===== src/rtl/wdt_pkg.sv =====
// Shared watchdog command definitions, used by the bus-side transmitter
// and the clk2-side command decoder.
package wdt_pkg;

   localparam int WDT_PKT_W = 34;

   typedef enum logic [1:0] {
      CMD_EN    = 2'd0,
      CMD_LIVE  = 2'd1,
      CMD_TOCNT = 2'd2
   } cmd_t;

   localparam logic [1:0] ADDR_WDEN   = 2'd0;
   localparam logic [1:0] ADDR_WDLIVE = 2'd1;
   localparam logic [1:0] ADDR_WTOCNT = 2'd2;
   localparam logic [1:0] ADDR_STATUS = 2'd3;

   typedef struct packed {
      cmd_t        cmd;
      logic [31:0] payload;
   } wdt_pkt_t;

   typedef enum logic {
      SLOT_IDLE   = 1'b0,
      SLOT_LOADED = 1'b1
   } slot_state_t;

endpackage


===== src/rtl/wdt_cmd_fifo.sv =====
// Synchronous DEPTH x WDT_PKT_W command queue; the head is presented on dout
// while not empty. Push when full and pop when empty are ignored.
module wdt_cmd_fifo
   import wdt_pkg::*;
#(
   parameter int DEPTH = 4
) (
   input  logic                 clk,
   input  logic                 rst,
   input  logic                 push,
   input  logic [WDT_PKT_W-1:0] din,
   input  logic                 pop,
   output logic [WDT_PKT_W-1:0] dout,
   output logic                 full,
   output logic                 empty
);

   localparam int AW = $clog2(DEPTH);

   logic [WDT_PKT_W-1:0] mem [DEPTH];
   logic [AW:0]          wr_ptr;
   logic [AW:0]          rd_ptr;

   // Extra pointer bit distinguishes full from empty when the indices match.
   assign empty = (wr_ptr == rd_ptr);
   assign full  = (wr_ptr[AW] != rd_ptr[AW]) && (wr_ptr[AW-1:0] == rd_ptr[AW-1:0]);
   assign dout  = mem[rd_ptr[AW-1:0]];

   always_ff @(posedge clk or posedge rst) begin
      if (rst) begin
         wr_ptr <= '0;
         rd_ptr <= '0;
      end else begin
         if (push && !full)
            wr_ptr <= wr_ptr + 1'b1;
         if (pop && !empty)
            rd_ptr <= rd_ptr + 1'b1;
      end
   end

   always_ff @(posedge clk) begin
      if (push && !full)
         mem[wr_ptr[AW-1:0]] <= din;
   end

endmodule


===== src/rtl/wdt_cmd_tx.sv =====
// Bus-side watchdog command transmitter: register writes become ordered
// packets pushed into the AFIFO; WTO is synchronized back into clk.
module wdt_cmd_tx
   import wdt_pkg::*;
#(
   parameter int DEPTH = 4
) (
   input  logic        clk,
   input  logic        rst,
   input  logic        reg_req,
   input  logic        reg_we,
   input  logic [1:0]  reg_addr,
   input  logic [31:0] reg_wdata,
   output logic        reg_ready,
   output logic        reg_rvalid,
   output logic [31:0] reg_rdata,
   output logic        afifo_wpush,
   output logic [33:0] afifo_wdata,
   input  logic        afifo_wfull,
   input  logic        wto_async,
   output logic        wto_sync,
   output logic        wto_rise
);

   // Handshake: a register access completes on an edge where reg_req &
   // reg_ready; a packet is consumed on an edge where afifo_wpush & !afifo_wfull.

   logic        q_push, q_pop, q_full, q_empty;
   wdt_pkt_t    q_din, q_dout, slot_pkt;
   slot_state_t state, state_nxt;
   logic        wden_shadow;
   logic [31:0] tocnt_shadow;
   logic        wr_acc, rd_acc, slot_valid, consumed;
   logic        wto_meta, wto_sync_d;

   assign reg_ready = !(reg_we && q_full);
   assign wr_acc    = reg_req && reg_we && !q_full;
   assign rd_acc    = reg_req && !reg_we;

   always_comb begin
      q_push        = 1'b0;
      q_din.cmd     = CMD_EN;
      q_din.payload = '0;
      if (wr_acc) begin
         case (reg_addr)
            ADDR_WDEN: begin
               q_push        = 1'b1;
               q_din.payload = {31'b0, reg_wdata[0]};
            end
            ADDR_WDLIVE: begin
               q_push    = reg_wdata[0];
               q_din.cmd = CMD_LIVE;
            end
            ADDR_WTOCNT: begin
               q_push        = 1'b1;
               q_din.cmd     = CMD_TOCNT;
               q_din.payload = reg_wdata;
            end
            default: ;
         endcase
      end
   end

   wdt_cmd_fifo #(.DEPTH(DEPTH)) u_fifo (
      .clk   (clk),
      .rst   (rst),
      .push  (q_push),
      .din   (q_din),
      .pop   (q_pop),
      .dout  (q_dout),
      .full  (q_full),
      .empty (q_empty)
   );

   assign slot_valid  = (state == SLOT_LOADED);
   assign consumed    = slot_valid && !afifo_wfull;
   assign afifo_wpush = slot_valid;
   assign afifo_wdata = slot_pkt;

   // Slot reloads from the queue head in the same cycle it is consumed,
   // giving one packet per cycle while the AFIFO accepts.
   always_comb begin
      state_nxt = state;
      q_pop     = 1'b0;
      case (state)
         SLOT_IDLE: begin
            if (!q_empty) begin
               q_pop     = 1'b1;
               state_nxt = SLOT_LOADED;
            end
         end
         SLOT_LOADED: begin
            if (consumed) begin
               if (!q_empty) q_pop = 1'b1;
               else          state_nxt = SLOT_IDLE;
            end
         end
         default: state_nxt = SLOT_IDLE;
      endcase
   end

   always_ff @(posedge clk or posedge rst) begin
      if (rst) begin
         state    <= SLOT_IDLE;
         slot_pkt <= '0;
      end else begin
         state <= state_nxt;
         if (q_pop)
            slot_pkt <= q_dout;
      end
   end

   always_ff @(posedge clk or posedge rst) begin
      if (rst) begin
         wden_shadow  <= 1'b0;
         tocnt_shadow <= '0;
         reg_rvalid   <= 1'b0;
         reg_rdata    <= '0;
      end else begin
         if (wr_acc && reg_addr == ADDR_WDEN)
            wden_shadow <= reg_wdata[0];
         if (wr_acc && reg_addr == ADDR_WTOCNT)
            tocnt_shadow <= reg_wdata;
         reg_rvalid <= rd_acc;
         if (rd_acc) begin
            case (reg_addr)
               ADDR_WDEN:   reg_rdata <= {31'b0, wden_shadow};
               ADDR_WTOCNT: reg_rdata <= tocnt_shadow;
               ADDR_STATUS: reg_rdata <= {29'b0, q_empty && !slot_valid, slot_valid, wto_sync};
               default:     reg_rdata <= '0;
            endcase
         end
      end
   end

   always_ff @(posedge clk or posedge rst) begin
      if (rst) begin
         wto_meta   <= 1'b0;
         wto_sync   <= 1'b0;
         wto_sync_d <= 1'b0;
         wto_rise   <= 1'b0;
      end else begin
         wto_meta   <= wto_async;
         wto_sync   <= wto_meta;
         wto_sync_d <= wto_sync;
         wto_rise   <= wto_sync && !wto_sync_d;
      end
   end

endmodule


===== config.mk =====
export PLATFORM = sky130hd
export DESIGN_NAME = wdt_cmd_tx
export DESIGN_NICKNAME = d
export VERILOG_FILES = /design/src/rtl/wdt_pkg.sv /design/src/rtl/wdt_cmd_fifo.sv /design/src/rtl/wdt_cmd_tx.sv
export SDC_FILE = /design/constraint.sdc
export NUM_CORES = 1
export LEC_CHECK = 0
export CAP_MARGIN = 20
export CORE_MARGIN = 2
export CORE_UTILIZATION = 35
export DETAILED_ROUTE_END_ITERATION = 10
export PLACE_DENSITY = 0.53
export SYNTH_ARGS = -nofsm -noshare
export SYNTH_HDL_FRONTEND = slang
export SYNTH_SLANG_ARGS = --single-unit

===== constraint.sdc =====
create_clock -name clk -period 4.3 [get_ports clk]
set_clock_uncertainty 0.2 [all_clocks]
set_input_delay 0.645 -clock clk [delete_from_list [all_inputs] [get_ports clk]]
set_output_delay 0.645 -clock clk [all_outputs]
set_load 0.01 [all_outputs]

==> results of run 1 <==
[registers in the layout (all words and copies together) (netlist names)]
signal and cells:
tocnt_shadow 32, wden_shadow 1, u_fifo.mem 136, wto_sync 1, afifo_wdata 34, u_fifo.rd_ptr 3, reg_rvalid 1, u_fifo.wr_ptr 3
wto_rise 1, reg_rdata 32, wto_sync_d 1, afifo_wpush 1, wto_meta 1
[cell type report]
| cell class | instances | area, um^2 |
|---|---|---|
| timing repair buffer | 120 | 1200 |
| sequential | 247 | 6870 |
| tap | 341 | 427 |
| inverter | 5 | 21.3 |
| multi-input combinational | 211 | 2520 |
| clock buffer | 35 | 748 |
| fill | 2346 | 14900 |
| clock inverter | 17 | 191 |
[synth_stat cells, drive strengths merged]
| cell | instances |
|---|---|
| a211oi | 1 |
| a21oi | 1 |
| a221oi | 1 |
| a22o | 29 |
| a31o | 1 |
| a31oi | 1 |
| a32oi | 1 |
| and2 | 34 |
| and3 | 1 |
| buf | 14 |
| clkbuf | 12 |
| dfrtp | 111 |
| edfxtp | 136 |
| ha | 5 |
| inv | 5 |
| mux2 | 69 |
| mux2i | 1 |
| mux4 | 34 |
| nand2 | 6 |
| nand2b | 3 |
| nand3b | 1 |
| nand4 | 1 |
| nand4b | 1 |
| nor2 | 6 |
| nor2b | 1 |
| nor3b | 2 |
| o21ai | 1 |
| o31ai | 2 |
| xnor2 | 5 |
| xor2 | 3 |
[worst min-delay path by stage]
stage                  startpoint                  to  slack, ps  cells after the start
2_1_floorplan  wto_meta$_DFF_PP0_  wto_sync$_DFF_PP0_        130                      0
3_3_place_gp   wto_meta$_DFF_PP0_  wto_sync$_DFF_PP0_        140                      0
3_5_place_dp   wto_meta$_DFF_PP0_  wto_sync$_DFF_PP0_        150                      0
4_1_cts        wto_meta$_DFF_PP0_  wto_sync$_DFF_PP0_        160                      0
5_1_grt        wto_meta$_DFF_PP0_  wto_sync$_DFF_PP0_        180                      0
6_report       wto_meta$_DFF_PP0_  wto_sync$_DFF_PP0_        150                      0
[cells by family (layout without fill, tap and decap cells)]
| family | after synthesis | in the layout |
|---|---|---|
| buffers and inverters | 31 | 177 |
| multiplexers | 104 | 104 |
| adder cells (fa/ha/maj) | 5 | 5 |
| XOR/XNOR | 8 | 8 |
| flip-flops | 247 | 247 |
| AO/OA/AOI/OAI | 38 | 38 |
| AND/OR/NAND/NOR | 56 | 56 |
[metal layers]
layer | up-vias | GRT usage, % | share of wire (%)
li1 | 2119 | - | -
met1 | 2474 | 17.8 | 44
met2 | 94 | 23.6 | 50
met3 | 27 | 2.47 | 3.7
met4 | 0 | 3.08 | 1.8
met5 | - | 0 | 0
[critical path, stage by stage, from the launching register on]
cell and delay, ps:
dfrtp_4 490, xnor2_2 310, nand4_1 140, clkdlybuf4s50_1 500
[power breakdown]
part	internal, W	switching [W]
logic	0.00128	0.000895
clock network	0.00147	0.000914
registers	0.00304	0.000297
[per-stage QoR]
step	utilization [%]	setup WS (ps)	instance area (um^2)
final	44.6	1490	12000
after global routing	44.6	1410	12000
after CTS	44.6	1460	12000
after detailed placement	41.1	967	11000
after global placement	41.1	1060	11000
after floorplan	-	524	9570
==> metrics list, run 1 <==
- Once placement completed, the tool counted placed cells totaling approximately 900.
* Endpoint arrival time on the critical path: 1970 ps
- In this run the clock root is driven by a clkbuf_16.
* Final net count: 658
- Number of pins exceeding their max-slew limit in the final report: 0
* Clock tree sinks: 247
- Across every metal layer, demand over resource in global routing totals a little over an eighth.
- For this configuration, the core starts out at a cell density of 35.6%.
* Wire length of the first global-routing pass: 30.0 mm
* Router iterations before antenna repair: 4
- Final worst-path cycle share: 65.4%
* Hold violation count in the final report: 0
- After detailed routing, the total wire length is 19.0 mm.
* Clk Latency, worst-skew pair: 530 ps
- After technology mapping, the gate count stands at 489.
* Via count of the first global-routing pass: 5205
* Clock period minus final worst setup slack: between 2000 and 3000 ps
- The synthesized netlist devotes roughly 3.7% of its cell area to compound gates.
- Die span in y: 169 um
- Buffers added to address setup during post-CTS repair amount to 0.
- Combinational family with the most area after synthesis: multiplexers
* Buffer levels on the longest clock path: 3
- The die covers roughly 29000 um^2.
* Num CTS Buffers: 28
* Most frequent standard cell in the layout excluding fill and tap cells: edfxtp_1
- The die is about 170 um wide.
- Share of synthesized area spent on multiplexers: ~17%
- Basic-gate share of the synthesized area counting and, or, nand and nor cells: 3.58%
* Post-synth top area share: ~43%
* Share of layout cells above drive strength 1: 25.2%
- Post-synth cell types: 39
- Core Box Area: about 27000 um^2
- Reg-to-reg startpoint: u_fifo.rd_ptr[0]$_DFFE_PP0P_
* FF-to-FF End: u_fifo.mem[1][28]$_DFFE_PP_
- Once the clock tree was built, the resizer swapped 0 gates to a different size.
- Syn nets: about 530
* Initial detailed-routing violation count: 174
- # rows: 60
- After clock tree synthesis, the clock-pin slew on the worst setup and hold paths is 60 ps.
- CTS tree: built
* Post-CTS Hold Fix Bufs: 0
- Normalized max-slew margin: 35.4%
* Result of the run: complete, no violations
- Setup repair after global routing left no endpoint under its margin.
* H-tree levels: 1
- Avg Inst Size Synth: 19.6 um^2
- Most frequent cells in the layout: edfxtp_1, clkdlybuf4s50_1, dfrtp_1, mux4_2, and2_1
- Number of cell instances on the worst register-to-register path: 5
- Setup slack of the most critical reg-to-reg path: 1580 ps
* Adder and majority cell fraction of the synthesized area: 0.654%
* Dominant cell type by area after synthesis: edfxtp_1
- After synthesis, flip-flops and latches occupy 71.7% of the total area.
* Gp weighted congestion: just over 0.7
- Synth area leaders: edfxtp_1, dfrtp_1, mux4_2
- For the pin with the worst max-slew slack, the measured transition is around 970 ps.
* Residual DRC: 0
* Number of nets with antenna violations after routing: 0
- Dividing the detail-routed wire length by the instance count gives slightly below 20 um.
- Setup violations remaining at the end of the flow were counted as 0.
* DP Wirelength: ~11 mm
- In this run the worst path has a maximum fanout of 4.
- Maximum frequency from static timing analysis: 356 MHz
* Number of standard cells in the final layout excluding fillers: 976
* Global-route congestion overflow total: 0
* Warning count from the yosys run: 0
- The worst setup path is captured at a primary output.
* Total power divided by cell area: 660 nW/um^2
- Worst min path class: reg2reg
* Worst IR Drop VDD: between 0.3 and 0.4 mV
- Number of I/O pins: 111
* Buffers on Ports: 110
* Worst hold slack: around 150 ps
* Startpoint class of the critical path: register
- Maxcap violations: 0
- After synthesis the netlist holds a flip-flop and latch count of 247.
- Summed instance area of the synthesized netlist: about 9600 um^2
- Summed over all cells, the static leakage comes to 4.48 nW.
* Layout area overhead: 25.2%
- Diodes inserted: 0
* Routed vias/inst: 4.83
- At the worst endpoint, the required time is about 3500 ps.
* Total Negative Setup Slacks: 0 ps
- The routed layout has roughly 4700 vias.
- In this run the worst setup path terminates at reg_ready.
- By startpoint and endpoint, the worst setup path is classified as reg2out.
- Critical Path Source: u_fifo.rd_ptr[0]$_DFFE_PP0P_
- Maximum number of pins on one net before global-route repair: 63
* Tot Pwr: 0.00790 W
- Summing the areas of all xor and xnor instances in the mapped netlist gives less than 1% of the synthesized area.
- Number of antenna violations at the first check in global routing: 0
Note: power is estimated with default switching activity, not from simulation.
==> run 2: changes to the inputs <==
==> constraint.sdc (replaced) <==
create_clock -name clk -period 2.7 [get_ports clk]
set_clock_uncertainty 0.2 [all_clocks]
set_input_delay 0.405 -clock clk [delete_from_list [all_inputs] [get_ports clk]]
set_output_delay 0.405 -clock clk [all_outputs]
set_load 0.01 [all_outputs]
==> metrics list, run 2 (synthesis gave the netlist of run 1 again) <==
- The number of violations of the max-capacitance limit came to 0 (unchanged).
* Clock period minus final worst setup slack: 2500 ps
* Final wirelength: 19.1 mm (+0.68%)
- Initial detailed-routing violation count: 277 (+59%)
- Number of I/O pins: 111 (unchanged)
* Number of endpoints failing setup at the final stage: 0 (unchanged)
* Final net count: 670 (+1.8%)
- The initial core utilization was 35.6% (unchanged).
- Share of the core filled with cells: 45.4% (+0.80 points)
* Worst IR Drop VDD: 0.640 mV (+81%)
- Total power divided by cell area: 1050 nW/um^2 (+58%)
- The run finished with clean final reports.
* Via count: 4773 (+1.3%)
* Residual DRC: 0 (unchanged)
- By startpoint and endpoint, the worst setup path is classified as reg2out.
- The count of nets left with antenna violations after detail routing came to 0 (unchanged).
* Final worst-path setup slack: 200 ps (-1290 ps)
* Crit end category: primary output
- The count of buffers added by post-CTS timing repair for setup was 0 (unchanged).
- The biggest fanout along the worst timing path came to 5 (+1).
- The via count of the first global-routing pass came to 5414 (+4.0%).
- TritonCTS built the clock tree.
* DP Wirelength: 11.9 mm (+5.9%)
* Max FFs per register: 136 (unchanged)
* Global-route usage over all layers: 13.7% (+0.10 points)
- Cell at the root of the clock tree: clkbuf_16
* Maximum number of pins on one net before global-route repair: 41 (-35%)
* Buffers on Ports: 110 (unchanged)
- Layout area overhead: 27.5%
* Static leakage power: 4.57 nW (+2.0%)
- The worst hold path belongs to the class in2async.
- The full die area was 28700 um^2 (unchanged).
- # rows: 60 (unchanged)
- The worst slack after detailed placement is 243 ps (-724 ps).
- Endpoint arrival time on the critical path: 1900 ps (-70 ps)
* Die span in y: 169 um (unchanged)
- The latest clock arrival within the worst-skew pair came to 520 ps (about the same).
* Hold violation count in the final report: 0 (unchanged)
- The ratio of cells with drive above 1 in the final layout came to 26.3% (+1.1 points).
- H-tree levels: 1 (unchanged)
* Maximum frequency from static timing analysis: 400 MHz
- The summed negative setup slack over all endpoints was 0 ps (unchanged).
* Global-route congestion overflow total: 0 (unchanged)
* Number of antenna violations at the first check in global routing: 0 (unchanged)
* Post-CTS sizing: 0 (unchanged)
- RSZ-0062 raised after global routing: false
- Routed vias/inst: 4.83 (about the same)
- Number of pins exceeding their max-slew limit in the final report: 0 (unchanged)
* Startpoint class of the critical path: register
- The slew at the pin with the worst max-slew slack came to 682 ps (-285 ps).
- The data required time at the worst endpoint is 2100 ps (-1350 ps).
- The number of sinks on the clock net was 247 (unchanged).
- The library cell used most frequently in the layout, excluding fill and tap cells, is edfxtp_1.
* Core Box Area: 26900 um^2 (unchanged)
- Most frequent cells in the layout: edfxtp_1, clkdlybuf4s50_1, dfrtp_1, mux4_2, and2_1
- The final worst hold slack is 132 ps (-21.0 ps).
- The total inserted antenna cells came to 0 (unchanged).
- The detailed-router iteration count before antenna repair came to 4 (unchanged).
- Buffer levels on the longest clock path: 3 (unchanged)
- Normalized max-slew margin: 54.4% (+19 points)
- The clock transition time at the flip-flop clock pins of the worst setup and hold paths is 60 ps (about the same).
- Post-CTS Hold Fix Bufs: 0 (unchanged)
- Wire length of the first global-routing pass: 30.7 mm (+2.4%)
* Gp weighted congestion: 0.727 (+2.7%)
* Final worst-path cycle share: 92.6%
- The routed length per instance is 19.4 um (-0.54%).
- Num CTS Buffers: 28 (unchanged)
- The chip width is 169 um (unchanged).
## run 2: worst paths after layout
| check | startpoint | end | depth (start not counted) | slack, ps |
|---|---|---|---|---|
| max | u_fifo.wr_ptr[1]$_DFFE_PP0P_ | reg_ready | 3 | 200 |
| min | rst | reg_rdata[0]$_DFFE_PP0P_ | 2 | 130 |
| max reg2reg | u_fifo.wr_ptr[1]$_DFFE_PP0P_ | u_fifo.mem[0][16]$_DFFE_PP_ | 5 | 550 |
| min reg2reg | wto_meta$_DFF_PP0_ | wto_sync$_DFF_PP0_ | 0 | 150 |
| max in group asynchronous | rst | reg_rdata[9]$_DFFE_PP0P_ | 3 | 1550 |
| min in group clk | wto_async | wto_meta$_DFF_PP0_ | 1 | 130 |
## run 2: per-stage QoR
| step | instances | cell area (um^2) | power (W) |
|---|---|---|---|
| finish | 988 | 12200 | 0.0127 |
| global route | 988 | 12200 | 0.0134 |
| CTS | 988 | 12200 | 0.0130 |
| detailed placement | 936 | 11200 | 0.00908 |
| global placement | 936 | 11200 | 0.00902 |
| floorplan | 489 | 9580 | 0.00761 |
## run 2: report_power, final
part | switching (W) | internal [W]
clock | 0.00144 | 0.00238
combinational | 0.00148 | 0.00214
sequential | 0.000467 | 0.00484
total | 0.00339 | 0.00936
## run 2: layer usage
layer	track usage (%)	vias up	wire length, um
met1	18.3	2495	8480
met4	3.12	0	308
met5	0	-	0
li1	-	2154	-
met3	2.50	27	872
met2	23.4	97	9470
## run 2: area by class of cell
| type | instances | area [um^2] |
|---|---|---|
| Fill cell | 2330 | 14700 |
| Sequential cell | 247 | 6860 |
| Multi-Input combinational cell | 211 | 2520 |
| Timing Repair Buffer | 132 | 1400 |
| Clock buffer | 40 | 817 |
| Tap cell | 341 | 427 |
| Clock inverter | 12 | 136 |
| Inverter | 5 | 22.5 |
## run 2: worst max-delay path, cell delays in order (launching register included)
cell,delay (ps)
dfrtp_1,440
xnor2_2,300
nand4_1,130
clkdlybuf4s50_1,500
==> run 3: changes to the inputs <==
--- a/config.mk
+++ b/config.mk
@@ -5,11 +5,13 @@
 export SDC_FILE = /design/constraint.sdc
 export NUM_CORES = 1
 export LEC_CHECK = 0
+export ABC_AREA = 1
 export CAP_MARGIN = 20
 export CORE_MARGIN = 2
-export CORE_UTILIZATION = 35
+export CORE_UTILIZATION = 33
 export DETAILED_ROUTE_END_ITERATION = 10
-export PLACE_DENSITY = 0.53
+export MAX_ROUTING_LAYER = met4
+export PLACE_DENSITY = 0.51
 export SYNTH_ARGS = -nofsm -noshare
 export SYNTH_HDL_FRONTEND = slang
 export SYNTH_SLANG_ARGS = --single-unit
==> metrics list, run 3 <==
* Wire length of the first global-routing pass: 38.4 mm (+25%)
- Effective utilization at floorplan: 33.6% (-2.0 points)
* Number of endpoints failing setup at the final stage: 0 (unchanged)
* Stage delay of the slowest cell on the critical path: 510 ps (about the same)
* RSZ-0062 raised after global routing: false
- Dominant cell type by area after synthesis: edfxtp_1
- Horiz. Die Dim: 178 um (+5.1%)
* Most common cell in the netlist: nand2_1
- Number of pins exceeding their max-slew limit in the final report: 0 (unchanged)
- The share of the clock period used by the worst path after layout was 95.8% (+3.2 points).
- Syn nets: 1001 (+87%)
- The core outline area was 29700 um^2 (+11%).
- The number of CTS-inserted buffers came to 26 (-7.1%).
- Most frequent standard cell in the layout excluding fill and tap cells: nand2_1
* Residual DRC: 0 (unchanged)
- Endpoint arrival time on the critical path: 1980 ps (+80 ps)
* Via count of the first global-routing pass: 6735 (+24%)
- The critical path is of the reg2out type.
- The total congestion overflow is 0 (unchanged).
- The final critical-path required period is 2590 ps (+85.8 ps).
- The initial antenna violation count is 0 (unchanged).
- Final wirelength: 24.0 mm (+25%)
- Share of layout cells above drive strength 1: 8.21% (-18 points)
- The average footprint of a synthesized cell was 10.5 um^2 (-47%).
- Post-synth cell types: 27 (-31%)
- The worst setup path is launched from a register.
- The average via count per standard cell came to 4.65 (-3.7%).
- The areal power density over the cells was 1020 nW/um^2 (-2.0%).
* Post-CTS Hold Fix Bufs: 0 (unchanged)
- The number of warnings issued by yosys was 0 (unchanged).
- The latest clock arrival within the worst-skew pair is 530 ps (about the same).
- Layout area overhead: 25.6%
- The count of buffers added by post-CTS timing repair for setup was 0 (unchanged).
* Static leakage power: 5.57 nW (+22%)
- Most frequent cells in the layout: nand2_1, nor2_1, edfxtp_1, dfrtp_1, clkdlybuf4s50_1
- Buffers and inverters on the worst path: 2 (+1)
- Worst path slowest cell: clkdlybuf4s50_1
- The count of pins on the block boundary came to 111 (unchanged).
- The flip-flop count of the largest register, all copies and words added was 136 (unchanged).
- CTS tree: built
- Cell family with the largest share of critical-path delay: buffers and inverters
- Required time of the critical path: 2100 ps (about the same)
* Post-CTS sizing: 0 (unchanged)
- The most used flip-flop cell after synthesis is edfxtp_1.
- Share of the core filled with cells: 42.3% (-3.1 points)
- The post-synthesis instance total was 956 (+96%).
* Synth area leaders: edfxtp_1, dfrtp_1, nand2_1
- Final net count: 1109 (+66%)
- Worst-Margin Slew: 1020 ps (+338 ps)
- Buffers on Ports: 110 (unchanged)
- The flip-flop and latch count after synthesis was 247 (unchanged).
* Die area: 31700 um^2 (+11%)
* DP Wirelength: 15.3 mm (+29%)
- Series of cell instances along the critical path: inv_1 -> nand2_1 -> nand2_2 -> nand4_1 -> clkdlybuf4s50_1
* H-tree levels: 1 (unchanged)
* Worst hold slack: 25.4 ps (-107 ps)
- The path class of the tightest hold or removal check is in2async.
* Maximum frequency from static timing analysis: 387 MHz (-3.3%)
* Crit end category: primary output
- Hold violation count in the final report: 0 (unchanged)
- Worst IR Drop VDD: 0.563 mV (-12%)
- The number of DRC markers after the initial detailed-route iteration was 493 (+78%).
- The total inserted antenna cells is 0 (unchanged).
* Clock tree sinks: 247 (unchanged)
- Maximum number of pins on one net before global-route repair: 70 (+71%)
* Number of enable flip-flop cells after synthesis: 136 (unchanged)
- Post-synth top area share: 40.9% (-1.8 points)
- Ys async rst share: 44.9% (unchanged)
- The cell sitting at the root of the clock tree is a clkbuf_16.
- Result of the run: complete, no violations
- Highest fanout seen on the critical path: 5 (unchanged)
- The detailed-router iteration count before antenna repair is 5 (+1).
- The commonest cells after synthesis are nand2_1, nor2_1, edfxtp_1.
- Normalized max-slew margin: 31.9% (-22 points)
- The standard-cell row count is 63 (+5.0%).
- The number of buffers between clock root and the deepest sink came to 3 (unchanged).
* Die span in y: 178 um (+5.1%)
* Gp weighted congestion: 0.776 (+6.8%)
- Sequential cell area fraction in the yosys report: 68.7% (-3.1 points)
- The area of the mapped netlist was 9990 um^2 (+4.5%).
* Via count: 6858 (+44%)
- Maxcap violations: 0 (unchanged)
- The clock transition time at the flip-flop clock pins of the worst setup and hold paths was 70 ps (about the same).
* Global-route usage over all layers: 15.9% (+2.2 points)
- Avg WL per Cell: 16.3 um (-16%)
- Number of nets with antenna violations after routing: 0 (unchanged)
## run 3: changes by cell type after synthesis, sizes merged, moves of 6 or more
cell    change
nand4      +38
inv        +46
nor2      +140
mux4       -34
and2       -34
buf        +25
nand2     +257
mux2       -69
o21ai      +69
a22o       -29
nand3      +71
clkbuf      +6
## run 3: final timing paths
kind | endpoint | start | slack [ps] | depth (start not counted)
setup reg to reg | u_fifo.mem[1][33]$_DFFE_PP_ | u_fifo.wr_ptr[0]$_DFFE_PP0P_ | 620 | 8
max in group asynchronous | afifo_wdata[9]$_DFFE_PP0P_ | rst | 1600 | 3
hold reg to reg | wto_sync$_DFF_PP0_ | wto_meta$_DFF_PP0_ | 150 | 0
min in group clk | wto_meta$_DFF_PP0_ | wto_async | 110 | 1
setup / recovery | reg_ready | u_fifo.wr_ptr[0]$_DFFE_PP0P_ | 110 | 5
hold / removal | tocnt_shadow[21]$_DFFE_PP0P_ | rst | 30 | 2
## run 3: layer usage
| metal | vias up | track usage (%) | wire length (um) | share of wire [%] |
|---|---|---|---|---|
| li1 | 3396 | - | - | - |
| met1 | 3262 | 24.0 | 12300 | 51 |
| met2 | 166 | 22.6 | 10200 | 43 |
| met3 | 34 | 2.11 | 1090 | 4.5 |
| met4 | 0 | 4.03 | 434 | 1.8 |
| met5 | - | - | 0 | 0 |
## run 3: final cells by class
cell class / count / area (um^2)
Clock buffer: 28 / 679
Multi-Input combinational cell: 601 / 2650
Tap cell: 390 / 488
Sequential cell: 247 / 6860
Timing Repair Buffer: 137 / 1390
Clock inverter: 20 / 285
Fill cell: 2826 / 17200
Inverter: 51 / 200
## run 3: stage by stage
stage / area [um^2] / instances / TNS, ps / power [W] / worst slack, ps
after global routing: 12600 / 1474 / 0 / 0.0137 / 9.85
after floorplan: 10000 / 956 / -57870 / 0.00749 / -426
after detailed placement: 11600 / 1426 / 0 / 0.00899 / 218
after global placement: 11600 / 1426 / 0 / 0.00896 / 247
final: 12600 / 1474 / 0 / 0.0129 / 114
after CTS: 12600 / 1474 / 0 / 0.0130 / 93.8
## run 3: power breakdown
group / internal (W) / leakage (nW) / total [W] / switching [W]
clock: 0.00249 / 0.463 / 0.00400 / 0.00151
sequential: 0.00468 / 2.67 / 0.00507 / 0.000389
combinational: 0.00150 / 2.43 / 0.00378 / 0.00229
## run 3: logic make-up (layout without fill, tap and decap cells)
group / count (synthesis) / in the layout / share of synthesized area (%)
compound gates: 73 / 73 / 3.69
flops: 247 / 247 / 68.7
buf+inv: 108 / 236 / 4.97
fa+ha+maj: 5 / 5 / 0.626
xor+xnor: 2 / 2 / 0.175
simple gates: 521 / 521 / 21.9
